<file path="src/rtl/fetch_unit.sv">
// RV32I instruction-fetch stage: owns the PC, issues single-outstanding imem
// requests, and drives the IF/ID register into decode.
module fetch_unit #(
   parameter int                    DATA_WIDTH = 32,
   parameter logic [DATA_WIDTH-1:0] RESET_PC   = 32'h0000_0000,
   parameter logic [DATA_WIDTH-1:0] NOP_INS    = 32'h0000_0013
) (
   input  logic                  clk,
   input  logic                  rst,
   input  logic                  stall_d,
   input  logic                  pc_src,
   input  logic [DATA_WIDTH-1:0] pc_target_e,
   input  logic                  imem_ack,
   input  logic [DATA_WIDTH-1:0] imem_rdata,
   output logic                  imem_req,
   output logic [DATA_WIDTH-1:0] imem_addr,
   output logic [DATA_WIDTH-1:0] ins,
   output logic [DATA_WIDTH-1:0] pc_d,
   output logic [DATA_WIDTH-1:0] pc_plus_4d,
   output logic                  valid_d
);

   // state   | meaning
   // S_IDLE  | one settling cycle after reset
   // S_ISSUE | request strobe for pc_f this cycle (suppressed by pc_src)
   // S_WAIT  | request outstanding, waiting for imem_ack
   // S_HOLD  | fetched word parked in hold_buf while decode stalls
   typedef enum logic [1:0] {S_IDLE, S_ISSUE, S_WAIT, S_HOLD} state_t;

   state_t                state, state_next;
   logic [DATA_WIDTH-1:0] pc_f, pc_next, pc_inc;
   logic [DATA_WIDTH-1:0] hold_buf, hold_next, load_data;
   logic                  discard, discard_next, load;

   assign pc_inc    = pc_f + DATA_WIDTH'(4);
   assign imem_req  = (state == S_ISSUE) && !pc_src;
   assign imem_addr = pc_f;

   always_ff @(posedge clk or posedge rst) begin
      if (rst) begin
         state    <= S_IDLE;
         pc_f     <= RESET_PC;
         discard  <= 1'b0;
         hold_buf <= '0;
      end else begin
         state    <= state_next;
         pc_f     <= pc_next;
         discard  <= discard_next;
         hold_buf <= hold_next;
      end
   end

   always_comb begin
      state_next   = state;
      pc_next      = pc_f;
      discard_next = discard;
      hold_next    = hold_buf;
      load         = 1'b0;
      load_data    = hold_buf;
      case (state)
         S_IDLE: state_next = S_ISSUE;
         S_ISSUE: begin
            if (pc_src) pc_next = pc_target_e;
            else        state_next = S_WAIT;
         end
         S_WAIT: begin
            if (imem_ack) begin
               state_next = S_ISSUE;
               if (discard) begin
                  // stale response of a redirected fetch; a fresh redirect still lands
                  discard_next = 1'b0;
                  if (pc_src) pc_next = pc_target_e;
               end else if (pc_src) begin
                  pc_next = pc_target_e;
               end else if (!stall_d) begin
                  load      = 1'b1;
                  load_data = imem_rdata;
                  pc_next   = pc_inc;
               end else begin
                  hold_next  = imem_rdata;
                  state_next = S_HOLD;
               end
            end else if (pc_src) begin
               pc_next      = pc_target_e;
               discard_next = 1'b1;
            end
         end
         S_HOLD: begin
            if (pc_src) begin
               pc_next    = pc_target_e;
               state_next = S_ISSUE;
            end else if (!stall_d) begin
               load       = 1'b1;
               pc_next    = pc_inc;
               state_next = S_ISSUE;
            end
         end
         default: state_next = S_IDLE;
      endcase
   end

   // IF/ID register: flush > stall > load > bubble
   always_ff @(posedge clk or posedge rst) begin
      if (rst) begin
         ins        <= NOP_INS;
         pc_d       <= '0;
         pc_plus_4d <= '0;
         valid_d    <= 1'b0;
      end else if (pc_src) begin
         ins        <= NOP_INS;
         pc_d       <= '0;
         pc_plus_4d <= '0;
         valid_d    <= 1'b0;
      end else if (stall_d) begin
         ins        <= ins;
      end else if (load) begin
         ins        <= load_data;
         pc_d       <= pc_f;
         pc_plus_4d <= pc_inc;
         valid_d    <= 1'b1;
      end else begin
         ins        <= NOP_INS;
         valid_d    <= 1'b0;
      end
   end

endmodule

</file>
<file path="config.mk">
export PLATFORM = sky130hd
export DESIGN_NAME = fetch_unit
export DESIGN_NICKNAME = d
export VERILOG_FILES = /design/src/rtl/fetch_unit.sv
export SDC_FILE = /design/constraint.sdc
export NUM_CORES = 1
export LEC_CHECK = 0
export BUFFER_PORTS_ARGS = -buffer_cell sky130_fd_sc_hd__buf_2
export CAP_MARGIN = 20
export CORE_MARGIN = 2
export CORE_UTILIZATION = 34
export DETAILED_ROUTE_END_ITERATION = 16
export REMOVE_ABC_BUFFERS = 1
export SYNTH_ARGS = -nofsm -noshare
export SYNTH_HDL_FRONTEND = slang
export SYNTH_SLANG_ARGS = --single-unit
</file>
<file path="constraint.sdc">
create_clock -name clk -period 5.5 [get_ports clk]
set_clock_uncertainty 0.15 [all_clocks]
set_input_delay 0.275 -clock clk [delete_from_list [all_inputs] [get_ports clk]]
set_output_delay 0.275 -clock clk [all_outputs]
set_load 0.05 [all_outputs]
</file>
==> run_results.csv <==
group,metric,value,unit
yosys,postSynthRegisterBits,162,
pwr,total_leakage_power,4.90,nW
clock_tree,cts_sinks,162,
min_path,min_path_type,"primary input to register",
clock_tree,cts-htree-levels,4,
clock_tree,clkSlewWorstSetupHoldPaths,0.06,ns
job,number_of_max_cap_violations,0,
drt,drt_drc_violations_left,0,
clock_tree,cts-root-buf,"clkbuf_16",
clock_tree,cts_max_path_buffers,2,
sta,hold_viol_final,0,
setup_path,path_class,"register to register",
clock_tree,clkLatencyLatePin,0.43,ns
placement,globalplace.congestion,0.800,
global_route,grt_pass1_wl,36600,um
global_route,grt_use_met2,0.317,
sta,timing.final.crit_share,0.604,
sta,worstMarginPinSlew,0.992,ns
yosys,post_synth_inst_count,737,
die,fp.dieW,154,um
global_route,globalRouteTotalUtil,0.195,
global_route,grt_max_degree,66,
min_path,hp-start,"pc_target_e[7]",
yosys,dominantRegCellSynth,"dfrtp_1",
drt,route.final.wire_length,23200,um
setup_path,timing.critical_path.required,5.66,ns
drt,final_antenna_net_count,0,
outcome,outcome,"finished, final reports clean",
setup_path,worst-path-max-fanout,36,
die,boundaryPins,199,
finish,nNetsFinal,1028,
sta,setup_repair_after_global_routing_missed_its_margin,"no",
setup_path,crit_end_element,"register",
die,design.core.area,22400,sq um
sta,timing.setup.tns,0,ns
setup_path,critPathLaunchType,"register",
clock_tree,cts_resized,0,
finish,commonest_non_fill_non_tap_cell_in_the_layout,"buf_2",
setup_path,crit_slowest_cell,"o21ai_4",
finish,final_layout_size_suffix_gt1_frac,0.301,
drt,vias,6517,
setup_path,worstPathArrival,3.48,ns
setup_path,crit-reg2reg-launch,"state[0]",
global_route,grt.overflow.total,0,
finish,layout.cells.most_common_list,"198 x buf_2, 159 x dfrtp_1, 98 x nand2_1",
pwr,max-vdd-ir-drop,0.000232,V
yosys,ys.warnings.count,0,
global_route,globalRouteMet3Util,0.0482,
drt,vias_per_cell,5.21,
clock_tree,cts_buffers,17,
placement,dpl.hpwl,15400,um
yosys,synth-seq-area-share,0.527,
sta,maxSlewHeadroom,0.336,
sta,layout_min_cycle_time,3.32,ns
setup_path,crit_chain,"inv_1 > ha_1 > and3b_1 > o21ai_4 > buf_4 > nor2_1 > a21o_1 > a221o_1",
setup_path,cpLargestDelayFamily,"compound AO/OA/AOI/OAI gates",
die,effective_utilization_at_floorplan,0.343,
finish,diodes,0,
sta,maxClockFrequency,0.301,GHz
global_route,grt-busiest-layer,"met2",
setup_path,worst-path-buf-inv,2,
finish,layout-area-overhead-vs-synth,29.3,%
yosys,synth-edff-count,0,
die,fp.dieH,154,um
yosys,synth_async_sr_flop_share,1.00,
global_route,antenna_violations_before_repair,0,
die,fp.dieArea,23900,sq um
placement,port_buffers,198,
finish,storage_element_area,4060,sq um
drt,wl_per_cell,18.5,um
drt,drt_pre_antenna_iters,6,
yosys,synth_cell_types,62,
sta,final-max-slew-violation-count,0,
pwr,total_power,0.00534,W
sta,report.final.setup_viol,0,
global_route,globalRouteMet1Util,0.261,
finish,filler_cell_count,2190,
yosys,synth_area,7700,sq um
setup_path,critPathLaunch,"state[0]",
clock_tree,tritoncts,"yes",
finish,multi_input_area,3360,sq um
setup_path,critical-path-max-stage-delay,0.80,ns
yosys,post_synth.cell_area_avg,10.4,sq um
die,placementRows,55,
pwr,power_per_cell_area,537,nW/um^2
global_route,grt_pass1_vias,6428,
drt,drt_iter0_markers,443,
-- path summary, 6_finish.rpt --
path,endpoint,slack (ns),cells after the start
worst max-delay path,imem_addr[18],2.18,8
worst min-delay path,imem_addr[7],0.02,3
worst max register to register,imem_addr[18],2.18,8
worst min register to register,ins[16],0.33,2
max in group asynchronous,imem_addr[0],3.78,4
min in group asynchronous,valid_d,0.24,3
-- state kept, by name, indices dropped and copies added (netlist names) --
name / flops
imem_addr: 32
state: 2
discard: 1
valid_d: 1
pc_d: 32
ins: 32
hold_buf: 32
pc_plus_4d: 30
-- logic make-up after synthesis --
group,after synthesis,share of synthesized area
fa+ha+maj,5,0.00812
buf+inv,73,0.0405
compound gates,212,0.178
mux,69,0.0951
simple gates,187,0.118
xor+xnor,29,0.0330
flops,162,0.527
-- what timing repair did --
item	4_1_cts	5_1_grt
hold buffers	50	0
hold endpoints to repair	98	0
setup buffers	0	0
-- cell type report --
cell class,instances,share of cell area
clock inverter,12,0.0108
timing repair buffer,258,0.159
inverter,13,0.00540
tap,285,0.0358
multi-input combinational,502,0.337
clock buffer,20,0.0449
sequential,162,0.408
-- metrics by stage --
step	setup slack, ns	utilization	hold slack, ns	cells	instance area [sq um]
6_report	2.18	0.444	0.0171	1252	9960
2_1_floorplan	0.703	-	0.188	677	7440
3_3_place_gp	2.23	0.396	0.144	1169	8880
4_1_cts	2.10	0.443	0.00892	1251	9940
3_5_place_dp	2.11	0.396	0.150	1169	8880
5_1_grt	1.86	0.444	0.0251	1252	9960
-- power by group --
group,total [W],internal [W],switching (W)
clock network,0.00114,0.000636,0.000507
logic,0.00225,0.000685,0.00156
registers,0.00195,0.00153,0.000416
total,0.00534,0.00286,0.00249
-- tightest hold or removal path, stage by stage --
cell,delay (ns)
buf_2,0.09
a221oi_1,0.07
a21oi_1,0.11
-- synth_stat cells, types with 13 or more instances --
cell type | count | area [sq um]
a21oi_1 | 31 | 155
a22o_1 | 37 | 324
buf_2 | 21 | 105
clkbuf_1 | 31 | 116
dfrtp_1 | 159 | 3980
inv_1 | 13 | 48.8
mux2_2 | 33 | 372
mux2i_1 | 36 | 360
nand2_1 | 98 | 368
nor2_1 | 27 | 101
o21ai_0 | 78 | 390
xnor2_1 | 19 | 166
-- layer usage --
metal / vias to the layer above / wire (um)
met1: 3189 / 10300
met5: - / 0
met4: 0 / 246
li1: 3078 / -
met2: 228 / 11000
met3: 22 / 1630
No activity file was read; power rests on OpenSTA's default activity.
